[config.mk]
export PLATFORM = sky130hd
export DESIGN_NAME = pipelined_cla_addsub
export DESIGN_NICKNAME = d
export VERILOG_FILES = /design/src/rtl/pipelined_cla_addsub.sv
export SDC_FILE = /design/constraint.sdc
export NUM_CORES = 1
export LEC_CHECK = 0
export CAP_MARGIN = 10
export CORE_UTILIZATION = 54
export DETAILED_ROUTE_END_ITERATION = 7
export GPL_ROUTABILITY_DRIVEN = 1
export PLACE_DENSITY = 0.77
export SLEW_MARGIN = 20
export SYNTH_ARGS = -nofsm -noshare
export SYNTH_HDL_FRONTEND = slang
export SYNTH_SLANG_ARGS = --single-unit
[constraint.sdc]
create_clock -name clk -period 13.4 [get_ports clk]
set_input_delay 4.02 -clock clk [delete_from_list [all_inputs] [get_ports clk]]
set_output_delay 4.02 -clock clk [all_outputs]
set_load 0.05 [all_outputs]
[src/rtl/pipelined_cla_addsub.sv]
// Pipelined carry-look-ahead adder/subtractor: 4-bit CLA groups, GROUPS_PER_STAGE groups per
// stage, carry and unconsumed operand slices registered between stages, valid/ready streaming.
module pipelined_cla_addsub #(
  parameter int WIDTH            = 32,
  parameter int GROUPS_PER_STAGE = 2
) (
  input  logic             clk,
  input  logic             rst,
  input  logic             in_valid,
  output logic             in_ready,
  input  logic [WIDTH-1:0] in1,
  input  logic [WIDTH-1:0] in2,
  input  logic             cin,
  input  logic             op_sub,
  output logic             out_valid,
  input  logic             out_ready,
  output logic [WIDTH-1:0] out,
  output logic             cout,
  output logic             ovf
);
  localparam int SW         = 4 * GROUPS_PER_STAGE;
  localparam int NUM_STAGES = WIDTH / SW;

  logic advance;

  // One 4-bit look-ahead group; returns {carry out, sum[3:0]}.
  function automatic logic [4:0] cla4(input logic [3:0] a, input logic [3:0] b, input logic c0);
    logic [3:0] p, g;
    logic       c1, c2, c3, c4;
    p  = a ^ b;
    g  = a & b;
    c1 = g[0] | (p[0] & c0);
    c2 = g[1] | (p[1] & g[0]) | (p[1] & p[0] & c0);
    c3 = g[2] | (p[2] & g[1]) | (p[2] & p[1] & g[0]) | (p[2] & p[1] & p[0] & c0);
    c4 = g[3] | (p[3] & g[2]) | (p[3] & p[2] & g[1]) | (p[3] & p[2] & p[1] & g[0])
       | (p[3] & p[2] & p[1] & p[0] & c0);
    return {c4, p ^ {c3, c2, c1, c0}};
  endfunction

  assign advance  = ~out_valid | out_ready;
  assign in_ready = advance;

  for (genvar k = 0; k < NUM_STAGES; k++) begin : g_stage
    localparam int LO  = k * SW;
    localparam int REM = WIDTH - LO;

    logic [REM-1:0]   a_i, b_i;
    logic             c_i, v_i;
    logic [SW-1:0]    slice;
    logic [LO+SW-1:0] s_cat;
    logic             c_o;
    logic [4:0]       grp;

    // Operands of the first stage come straight from the ports, later ones from the skew registers.
    if (k == 0) begin : g_src
      assign a_i   = in1;
      assign b_i   = op_sub ? ~in2 : in2;
      assign c_i   = op_sub | cin;
      assign v_i   = in_valid;
      assign s_cat = slice;
    end else begin : g_src
      assign a_i   = g_stage[k-1].g_reg.a_q;
      assign b_i   = g_stage[k-1].g_reg.b_q;
      assign c_i   = g_stage[k-1].g_reg.c_q;
      assign v_i   = g_stage[k-1].g_reg.v_q;
      assign s_cat = {slice, g_stage[k-1].g_reg.s_q};
    end

    always_comb begin
      slice = '0;
      grp   = '0;
      c_o   = c_i;
      for (int g = 0; g < GROUPS_PER_STAGE; g++) begin
        grp             = cla4(a_i[4*g +: 4], b_i[4*g +: 4], c_o);
        slice[4*g +: 4] = grp[3:0];
        c_o             = grp[4];
      end
    end

    if (k < NUM_STAGES - 1) begin : g_reg
      logic [REM-SW-1:0] a_q, b_q;
      logic [LO+SW-1:0]  s_q;
      logic              c_q, v_q;

      always_ff @(posedge clk) begin
        if (rst) begin
          v_q <= 1'b0;
        end else if (advance) begin
          v_q <= v_i;
          c_q <= c_o;
          a_q <= a_i[REM-1:SW];
          b_q <= b_i[REM-1:SW];
          s_q <= s_cat;
        end
      end
    end else begin : g_out
      // Carry into the MSB is recovered from the MSB sum bit: s ^ a ^ b'.
      always_ff @(posedge clk) begin
        if (rst) begin
          out_valid <= 1'b0;
          out       <= '0;
          cout      <= 1'b0;
          ovf       <= 1'b0;
        end else if (advance) begin
          out_valid <= v_i;
          out       <= v_i ? s_cat : '0;
          cout      <= v_i & c_o;
          ovf       <= v_i & (c_o ^ slice[SW-1] ^ a_i[REM-1] ^ b_i[REM-1]);
        end
      end
    end
  end
endmodule

==> impl_metrics.json, run 1 <==
{
  "reg2reg_slack_ps": 10950,
  "cp-start-kind": "primary input",
  "ys_types": 35,
  "fin_crit_sh": 0.756,
  "synth_area_leader_cell": "edfxtp_1",
  "fin_crit_ps": 10130,
  "slew_violations": 0,
  "fmax_mhz": 98.7,
  "drt_iter0_markers": 124,
  "p_leak_nw": 3.29,
  "synth-edff-count": 147,
  "grt_max_degree": 86,
  "num_rows": 41,
  "htree_num_levels": 4,
  "ys.flop_type": "edfxtp_1",
  "initial_core_util": 0.563,
  "netlist_instances": 488,
  "routed_via_density": 5.18,
  "cap_violations": 0,
  "path_buf_inv": 3,
  "worst_slew_pin_slew_ps": 1040,
  "totalWireLength_um": 11700,
  "die-area_sq_um": 13900,
  "ys_ff_latch": 185,
  "coreArea_sq_um": 12900,
  "synth_top_area_frac": 0.608,
  "cts_tree": "done",
  "die_h_um": 118,
  "cts_made_buffers": 17,
  "ys_seq_area_frac": 0.713,
  "layout.nets": 707,
  "grt_pass1_vias": 4071,
  "max_stage_delay_ps": 750,
  "dp_hpwl_um": 7730,
  "crit_chain": "clkdlybuf4s50_1, nor2b_4, clkinv_1, clkdlybuf4s50_1",
  "drcViolationCount": 0,
  "syn_area_sq_um": 7250,
  "worstPathRequired_ps": 9380,
  "r2r_end": "g_stage[2].g_reg.c_q",
  "clockBufferDepth": 2,
  "critPathTopFamily": "buffers and inverters",
  "grt_overflow": 0,
  "vdd.ir_drop.worst_uv": 92.7,
  "status": "finished, final reports clean",
  "syn2layout_area_growth_pct": 24.9,
  "async_reset_ff_frac": 0,
  "holdPathStages": 0,
  "first_pass_iters": 4,
  "cts_resized": 0,
  "min_to": "g_stage[1].g_reg.s_q[5]",
  "synthTopCellsByArea": "edfxtp_1, dfxtp_1, ha_1",
  "ant_nets": 0,
  "grt_pass1_wl_um": 19000,
  "cp.arrival_ps": 6110,
  "pin_count": 106,
  "hold_path.class": "reg2reg",
  "synth.net_count": 598,
  "gr-usage-all-layers": 0.180,
  "path_clk_slew_ps": 60,
  "hp-start": "g_stage[0].g_reg.s_q[5]",
  "antennaDiodeCount": 0,
  "cpMostUsedCell": "clkdlybuf4s50_1",
  "grt_setup_unrepaired": "false",
  "r2r_cells": 7,
  "numPortBuffers": 105,
  "antenna_found_initial": 0,
  "regToRegStartpoint": "g_stage[1].g_reg.a_q[0]",
  "yosys_warnings": 0,
  "die_w_um": 118,
  "cts.sinks": 185,
  "finalSetupViolCount": 0,
  "skew_ps": 4.18,
  "final_core_utilization": 0.704,
  "ys_top_cells_by_count": "edfxtp_1, nand2_1, xor2_1",
  "endpoint_kind": "output port",
  "slew_headroom": 0.307,
  "power_density_nw_per_um2": 143,
  "yosysMostFrequentCell": "edfxtp_1",
  "tns_ps": 0,
  "critPathMaxFanout": 37,
  "cts_setup_buffers": 0,
  "insertion_delay_ps": 420,
  "root_buffer": "clkbuf_16",
  "hold_viol_final": 0,
  "avgSynthCellArea_sq_um": 14.9,
  "wire_per_inst_um": 15.0,
  "crit_path_top_delay_cell": "clkdlybuf4s50_1",
  "via_count": 4047,
  "worst-setup-path-type": "in2out",
  "drive_gt1_frac": 0.0656,
  "place.gp.congestion": 0.786,
  "hold_buffers": 0
}
==> flip-flops by register name, summed over array words and instances (netlist names) <==
register and flops:
g_stage.g_reg.a_q 48, g_stage.g_reg.b_q 48, g_stage.g_reg.s_q 48, out 32, g_stage.g_reg.c_q 3, g_stage.g_reg.v_q 3
cout 1, out_valid 1, ovf 1
==> how the worst max path moves through the flow <==
stage                   start  endpoint  slack, ps  depth (start not counted)
floorplan           out_ready       ovf       1910                          5
global placement    out_ready  in_ready       3300                          4
detailed placement  out_ready  in_ready       3260                          4
CTS                 out_ready  in_ready       3250                          4
global route        out_ready  in_ready       3090                          4
finish              out_ready  in_ready       3270                          4
==> final cells by class <==
type,count,area (sq um)
clock inverters,10,100
well taps,172,215
multi-input cells,271,1970
fillers,865,3810
repair buffers,109,1080
flip-flops and latches,185,5180
clock buffers,22,474
inverters,13,48.8
==> per-stage QoR <==
step	worst slack [ps]	hold slack (ps)	std cells	cell area, sq um	power (mW)
after CTS	3250	417	782	9060	1.30
after global routing	3090	422	782	9060	1.34
after global placement	3300	400	750	8490	0.815
final	3270	416	782	9060	1.29
after floorplan	1910	400	488	7250	0.781
after detailed placement	3260	405	750	8490	0.824
==> placed cells by master, fill, tap and decap left out, types with 2 or more instances in the layout <==
master / count
clkinv_1: 3
buf_4: 4
nand2b_1: 6
nor3_1: 3
edfxtp_1: 147
clkdlybuf4s50_1: 104
xor2_1: 44
clkbuf_1: 2
ha_1: 32
clkbuf_8: 3
clkinv_2: 5
bufinv_16: 2
a21oi_1: 41
nand2_1: 45
nor2_1: 10
inv_1: 12
fa_1: 8
nor2b_1: 3
clkbuf_16: 17
dfxtp_1: 37
xnor2_1: 11
a21o_1: 7
o21ai_0: 11
o31ai_1: 3
o211ai_1: 2
nand3_1: 30
==> per-layer routing <==
metal	share of wire	wire length (um)	global-route usage
met5	0	0	0
met4	0.031	364	0.0921
met3	0.046	536	0.0538
met2	0.52	6110	0.317
met1	0.40	4720	0.195
==> cells by family (layout without fill, tap and decap cells) <==
logic type | count (synthesis) | in the layout | synth area share
flip-flops | 185 | 185 | 0.713
AND/OR/NAND/NOR | 101 | 101 | 0.0621
AO/OA/AOI/OAI | 75 | 75 | 0.0642
XOR/XNOR | 55 | 55 | 0.0664
adder cells (fa/ha/maj) | 40 | 40 | 0.0773
buffers and inverters | 32 | 154 | 0.0167
==> where the power goes <==
part           internal [mW]  switching [mW]
Clock                  0.286           0.195
Sequential             0.677          0.0146
Combinational         0.0571          0.0628
Total                   1.02           0.273
(Power assumes the default switching activity.)
==> run 2, diff against run 1 <==
- clock period: 13.4 -> 10.4 ns (I/O delays scaled with it)
==> impl_metrics.json, run 2 (synthesis results as in run 1) <==
{
  "layout_common_cells": "edfxtp_1, clkdlybuf4s50_1, nand2_1",
  "vdd.ir_drop.worst_uv": 103,
  "p_leak_nw": 3.29,
  "fin_crit_ps": 8060,
  "totalWireLength_um": 11200,
  "initial_core_util": 0.563,
  "grt_overflow": 0,
  "max_stage_delay_ps": 720,
  "slew_headroom": 0.317,
  "die-area_sq_um": 13900,
  "dp_hpwl_um": 7450,
  "skew_ps": 4.44,
  "antenna_found_initial": 0,
  "grt_setup_unrepaired": "false",
  "cp-start-kind": "primary input",
  "antennaDiodeCount": 0,
  "cts_tree": "done",
  "p_int_mw": 1.30,
  "crit_path_top_delay_cell": "clkdlybuf4s50_1",
  "gr-usage-all-layers": 0.174,
  "via_count": 3988,
  "htree_num_levels": 4,
  "cts_made_buffers": 17,
  "ant_nets": 0,
  "drive_gt1_frac": 0.0655,
  "final_common_cell": "edfxtp_1",
  "grt_max_degree": 87,
  "worstPathRequired_ps": 7280,
  "drt_iter0_markers": 240,
  "die_w_um": 118,
  "wire_per_inst_um": 14.3,
  "die_h_um": 118,
  "final_core_utilization": 0.704,
  "power_density_nw_per_um2": 182,
  "hold_path.class": "reg2reg",
  "fmax_mhz": 124,
  "first_pass_iters": 5,
  "netSwitchingFraction": 0.208,
  "syn2layout_area_growth_pct": 25.0,
  "power_switching_uw": 343,
  "reg.largest.list": "g_stage.g_reg.a_q: 48 flops, g_stage.g_reg.b_q: 48 flops, g_stage.g_reg.s_q: 48 flops",
  "num_rows": 41,
  "layout.nets": 708,
  "critPathMaxFanout": 37,
  "pin_count": 106,
  "cpMostUsedCell": "clkdlybuf4s50_1",
  "clock_power_share": 0.367,
  "cap_violations": 0,
  "worst-setup-path-type": "in2out",
  "combPwrFrac": 0.093,
  "cts_setup_buffers": 0,
  "insertion_delay_ps": 420,
  "drcViolationCount": 0,
  "cp.arrival_ps": 4940,
  "power_mw": 1.65,
  "worst_slew_pin_slew_ps": 1020,
  "cts.sinks": 185,
  "crit_chain": "clkdlybuf4s50_1, nor2b_4, buf_4, clkinv_1, clkdlybuf4s50_1",
  "place.gp.congestion": 0.791,
  "slew_violations": 0,
  "numPortBuffers": 105,
  "tns_ps": 0,
  "endpoint_kind": "output port",
  "routed_via_density": 5.09,
  "grt_pass1_wl_um": 18300,
  "root_buffer": "clkbuf_16",
  "dpl_worst_slack_ps": 2350,
  "clockBufferDepth": 2,
  "cts_resized": 0,
  "path_clk_slew_ps": 60,
  "fin_crit_sh": 0.775,
  "grt_pass1_vias": 3887,
  "whs_ps": 414,
  "worst_slack_ps": 2340,
  "coreArea_sq_um": 12900,
  "hold_viol_final": 0,
  "sequentialPowerShare": 0.540,
  "hold_buffers": 0,
  "finalSetupViolCount": 0,
  "status": "finished, final reports clean"
}
run 2: path summary, 6_finish.rpt:
path | from | to | slack (ps) | cells after the start
setup reg to reg | g_stage[1].g_reg.a_q[0] | g_stage[2].g_reg.c_q | 7990 | 7
hold reg to reg | g_stage[1].g_reg.s_q[2] | g_stage[2].g_reg.s_q[2] | 410 | 0
setup / recovery | out_ready | in_ready | 2340 | 5
hold / removal | g_stage[1].g_reg.s_q[2] | g_stage[2].g_reg.s_q[2] | 410 | 0
run 2: worst max-delay path: cells and delay by family:
kind	cells	cell delay [ps]
simple gates	1	110
buf+inv	4	1690
run 2: per-stage QoR:
stage                     cell area (sq um)  instances
after CTS                              9070        783
after floorplan                        7260        488
after global placement                 8500        751
final                                  9070        783
after global routing                   9070        783
after detailed placement               8500        751
run 2: layout make-up:
type	instances	area (sq um)
repair buffers	110	1080
well taps	172	215
inverters	13	48.8
fillers	853	3800
multi-input cells	271	1970
clock inverters	6	31.3
clock buffers	26	543
flip-flops and latches	185	5180
run 2: power groups by stage:
stage                     sequential [mW]  combinational (mW)  clock, mW
final                               0.890               0.153      0.604
after global routing                0.896               0.170      0.653
after CTS                           0.891               0.155      0.619
after detailed placement            0.907               0.154          0
after global placement              0.903               0.147          0
after floorplan                     0.909              0.0950          0
run 2: routing by layer:
layer	share of wire	up-vias	GRT usage
met5	0	-	0
met4	0.014	0	0.0745
met3	0.040	13	0.0547
met2	0.54	96	0.300
met1	0.40	1899	0.199
li1	-	1980	-
